File: src/rtl/mem_arbiter.sv
// Two-port arbiter sharing one RAM between instruction fetch and data access.
// The data port has priority, except that a port is skipped in its own ready cycle so the other port can win.
module mem_arbiter #(
  parameter int RAM_LATENCY = 1
) (
  input  logic        clk,
  input  logic        rst,
  input  logic        if_req,
  input  logic [31:0] if_addr,
  output logic [31:0] if_rdata,
  output logic        if_ready,
  input  logic        mem_req,
  input  logic        mem_we,
  input  logic [31:0] mem_addr,
  input  logic [31:0] mem_wdata,
  input  logic [3:0]  mem_sel,
  output logic [31:0] mem_rdata,
  output logic        mem_ready,
  output logic        ram_ce,
  output logic        ram_we,
  output logic [31:0] ram_addr,
  output logic [31:0] ram_wdata,
  output logic [3:0]  ram_sel,
  input  logic [31:0] ram_rdata
);

  // Latencies outside the supported range fall back to single-cycle RAM.
  localparam int         LAT  = (RAM_LATENCY >= 1 && RAM_LATENCY <= 4) ? RAM_LATENCY : 1;
  localparam logic [1:0] LAST = 2'(LAT - 1);

  typedef enum logic [1:0] {IDLE, BUSY_IF, BUSY_MEM} state_t;

  state_t     state, state_next;
  logic [1:0] cnt, cnt_next;
  logic       txn_we;
  logic       grant_mem, grant_if, done;

  always_ff @(posedge clk or posedge rst) begin
    if (rst) begin
      state <= IDLE;
      cnt   <= 2'd0;
    end else begin
      state <= state_next;
      cnt   <= cnt_next;
    end
  end

  // Registered ready outputs double as "just completed" flags.
  always_comb begin
    state_next = state;
    cnt_next   = cnt;
    grant_mem  = 1'b0;
    grant_if   = 1'b0;
    done       = 1'b0;
    case (state)
      IDLE: begin
        if (mem_req && !mem_ready) begin
          grant_mem  = 1'b1;
          state_next = BUSY_MEM;
          cnt_next   = 2'd0;
        end else if (if_req && !if_ready) begin
          grant_if   = 1'b1;
          state_next = BUSY_IF;
          cnt_next   = 2'd0;
        end
      end
      BUSY_IF, BUSY_MEM: begin
        if (cnt == LAST) begin
          done       = 1'b1;
          state_next = IDLE;
          cnt_next   = 2'd0;
        end else begin
          cnt_next = cnt + 2'd1;
        end
      end
      default: state_next = IDLE;
    endcase
  end

  // RAM strobes exist only for the single cycle after a grant; read data is captured on the last busy edge.
  always_ff @(posedge clk or posedge rst) begin
    if (rst) begin
      ram_ce    <= 1'b0;
      ram_we    <= 1'b0;
      ram_addr  <= 32'd0;
      ram_wdata <= 32'd0;
      ram_sel   <= 4'd0;
      txn_we    <= 1'b0;
      if_ready  <= 1'b0;
      if_rdata  <= 32'd0;
      mem_ready <= 1'b0;
      mem_rdata <= 32'd0;
    end else begin
      ram_ce    <= grant_mem | grant_if;
      ram_we    <= grant_mem & mem_we;
      ram_addr  <= grant_mem ? mem_addr : (grant_if ? if_addr : 32'd0);
      ram_wdata <= grant_mem ? mem_wdata : 32'd0;
      ram_sel   <= grant_mem ? mem_sel : (grant_if ? 4'hF : 4'd0);
      if (grant_mem) begin
        txn_we <= mem_we;
      end
      if_ready  <= done && (state == BUSY_IF);
      mem_ready <= done && (state == BUSY_MEM);
      if_rdata  <= (done && (state == BUSY_IF)) ? ram_rdata : 32'd0;
      mem_rdata <= (done && (state == BUSY_MEM) && !txn_we) ? ram_rdata : 32'd0;
    end
  end

endmodule
File: config.mk
export PLATFORM = sky130hd
export DESIGN_NAME = mem_arbiter
export DESIGN_NICKNAME = d
export VERILOG_FILES = /design/src/rtl/mem_arbiter.sv
export SDC_FILE = /design/constraint.sdc
export NUM_CORES = 1
export LEC_CHECK = 0
export BUFFER_PORTS_ARGS = -buffer_cell sky130_fd_sc_hd__buf_2
export CORE_MARGIN = 10
export CORE_UTILIZATION = 47
export CTS_CLUSTER_SIZE = 16
export DETAILED_ROUTE_END_ITERATION = 10
export PLACE_DENSITY = 0.91
export REMOVE_ABC_BUFFERS = 1
export SLEW_MARGIN = 20
export SYNTH_ARGS = -nofsm -noshare
export SYNTH_HDL_FRONTEND = slang
export SYNTH_SLANG_ARGS = --single-unit
File: constraint.sdc
create_clock -name clk -period 14.55 [get_ports clk]
set_input_delay 2.91 -clock clk [delete_from_list [all_inputs] [get_ports clk]]
set_output_delay 2.91 -clock clk [all_outputs]
set_load 0.05 [all_outputs]
==> results.md <==
* Fin. max-slew vios at 0
* Worst Skew at 0.00593 ns
* First-pass GRT wire length at 21700 µm
* Synth-to-Final Area Change at 41.6%
* Post-route cell area at 0.00681 mm²
* Worst-path cell chain: buf_2 > nor2b_2 > nor3_4 > buf_6 > a22o_1
* Power Density at 226 mW/mm²
* Die ar. at 0.0147 mm²
* Count of cell types in the netlist at 26
* DR iter-0 viols at 230
* Most frequent cells in the layout: 272 x buf_2, 141 x dfrtp_1, 64 x and2_1
* Endpoints failing setup at 0
* Tmin final at 4.20 ns
* Max VDD drop at 0.157 mV
* PortBufs at 272
* Via/cell ratio at 4.82
* Syn_area_per_cell at 14.6 µm²
* Die height at 121 µm
* Worst path arrival time at 4.59 ns
* Synth Instances at 330
* Starting Density at 48.7%
* Clock root buffer: clkbuf_8
* Slew @ Worst Pin at 1.12 ns
* Fmax achieved at 238 MHz
* Setup CP Type: input pin to flip-flop
* Remaining DRCs at 0
* Max-cap violations at 0
* CTS tree: done
* Worst-path clk slew at 0.06 ns
* Clk Latency, worst-skew pair at 0.51 ns
* Critical Path Fanout Max at 36
* Final Cycle Share at 28.9%
* Pre-antenna DRT Iters at 4
* #FFs+latches synth at 141
* H-tree levels at 4
* Remaining antenna violation count at 0
* Resize count post-CTS at 0
* HP Class: flip-flop to flip-flop
* RSZ-0062 raised after global routing: no
* Synth warn at 0
* Congestion Overflow GR at 0
* Max stage delay on crit path at 0.88 ns
* Global-route usage over all layers at 19.3%
* Setup repair bufs after CTS at 0
* Vias in the first global route at 4034
* Setup ws final at 10.35 ns
* CTS buffer count at 17
* Pint at 0.861 mW
* Commonest non-fill, non-tap cell in the layout: buf_2
* Max_slew headroom at 25.2%
* FILL cells at 687
* GPL Wtd Cong at 0.795
* Die Wd at 121 µm
* HPWL after detailed placement at 11100 µm
* Status: completed
* Clock Path Buffers at 2
* Worst Path Required at 14.95 ns
* Psw at 0.675 mW
* Setup crit end kind: flip-flop
* FP Rows at 36
* Clock share of power at 25.7%
* Layout cell share with drive strength beyond 1 at 50.4%
* Final-report hold violation count at 0
* Clock sinks at 141
* Worst path slowest cell: nor2b_2
* CORE AREA at 0.00986 mm²
* Hold buffers post-CTS at 0
* Seq pwr share at 33.4%
* Wire per inst at 19.1 µm
* Leak at 4.08 nW
* Setup TNS at 0 ns
* Via Count at 3628
* Largest net degree at the start of global routing at 78
* Crit start category: input pin
* Routed WL at 14400 µm
* Post-synthesis sequential area ratio at 73.4%
* Placed Area at 0.00624 mm²
* Dpl ws at 9.83 ns
* Gate power share at 40.9%
* Sw Ratio at 44.0%
* Syn Std Cell Area at 0.00481 mm²
* Top-level I/O count at 273
* Antenna violations before repair at 2
* # nets final at 746
[flip-flops by register name, indices dropped and copies added (netlist names), 2 cells and up]
name	cells
ram_wdata	32
state	2
mem_rdata	32
ram_addr	32
ram_sel	4
cnt	2
if_rdata	32
[path summary, 6_finish.rpt]
kind / endpoint / slack, ns / start / cells past startpoint
worst max-delay path: ram_addr[25] / 10.35 / mem_req / 5
worst min-delay path: txn_we / 0.50 / txn_we / 1
worst max register to register: ram_addr[25] / 12.06 / state[0] / 6
worst min register to register: txn_we / 0.50 / txn_we / 1
max in group asynchronous: ram_wdata[21] / 10.73 / rst / 3
min in group asynchronous: ram_wdata[7] / 2.46 / rst / 2
[power by group through the flow]
stage                     Sequential [mW]  Clock (mW)  Combinational, mW
final                               0.514       0.394              0.628
after global routing                0.522       0.419              0.663
after CTS                           0.515       0.401              0.633
after detailed placement            0.520           0              0.631
after global placement              0.515           0              0.619
after floorplan                     0.844           0              0.134
[cell usage after synthesis]
library cell  number  area, µm²
o22ai_1            2       12.5
a22o_1            33        289
buf_4              1       7.51
dfrtp_1          141       3530
a21oi_1            3       15.0
a21o_1             3       22.5
inv_1              5       18.8
o31ai_1            1       7.51
ha_1               5       62.6
clkbuf_1           9       33.8
nor2b_1            2       12.5
mux2i_1            1       10.0
nor3_4             1       16.3
and2_1            64        400
and3_1            35        219
nor3_1             1       5.00
a31oi_1            1       6.26
nor2_1             2       7.51
mux2_1             1       11.3
buf_6              4       45.0
nand2_1            3       11.3
nand2b_1           3       18.8
and2b_1            1       7.51
inv_2              1       3.75
buf_2              6       30.0
nor2_2             1       6.26
[routing by layer]
layer,part of all wire [%],vias up,GRT usage [%]
met1,33,1747,17.8
met2,52,199,34.1
met4,2.2,0,7.00
li1,-,1660,-
met3,12,22,11.4
met5,0,-,0
[area by class of cell]
| class | count | area [µm²] | share of cell area, % |
|---|---|---|---|
| Multi-Input combinational cell | 163 | 1140 | 16.8 |
| Tap cell | 133 | 166 | 2.44 |
| Clock buffer | 20 | 435 | 6.40 |
| Sequential cell | 141 | 3530 | 51.8 |
| Inverter | 6 | 27.5 | 0.404 |
| Timing Repair Buffer | 275 | 1390 | 20.4 |
| Clock inverter | 12 | 113 | 1.65 |
| Antenna cell | 2 | 5.00 | 0.0735 |
[stage by stage]
| step | std cells | total power [mW] | util [%] | hold WS, ns |
|---|---|---|---|---|
| after floorplan | 310 | 0.977 | - | 0.450 |
| after global placement | 717 | 1.13 | 63.3 | 0.477 |
| after detailed placement | 717 | 1.15 | 63.3 | 0.480 |
| after CTS | 749 | 1.55 | 68.8 | 0.494 |
| after global routing | 751 | 1.60 | 69.0 | 0.509 |
| final | 752 | 1.54 | 69.0 | 0.503 |
[worst max-delay path, delay by kind of cell]
family	cells	cell delay (ns)
compound gates	1	0.25
simple gates	2	1.08
buf+inv	2	0.34
[cells by family after synthesis]
kind of cell	after synthesis	share of synthesized area (%)
buffers and inverters	26	2.89
multiplexers	2	0.442
AND/OR/NAND/NOR	113	14.7
flip-flops	141	73.4
adder cells (fa/ha/maj)	5	1.30
AO/OA/AOI/OAI	43	7.34
(Power assumes the default switching activity.)
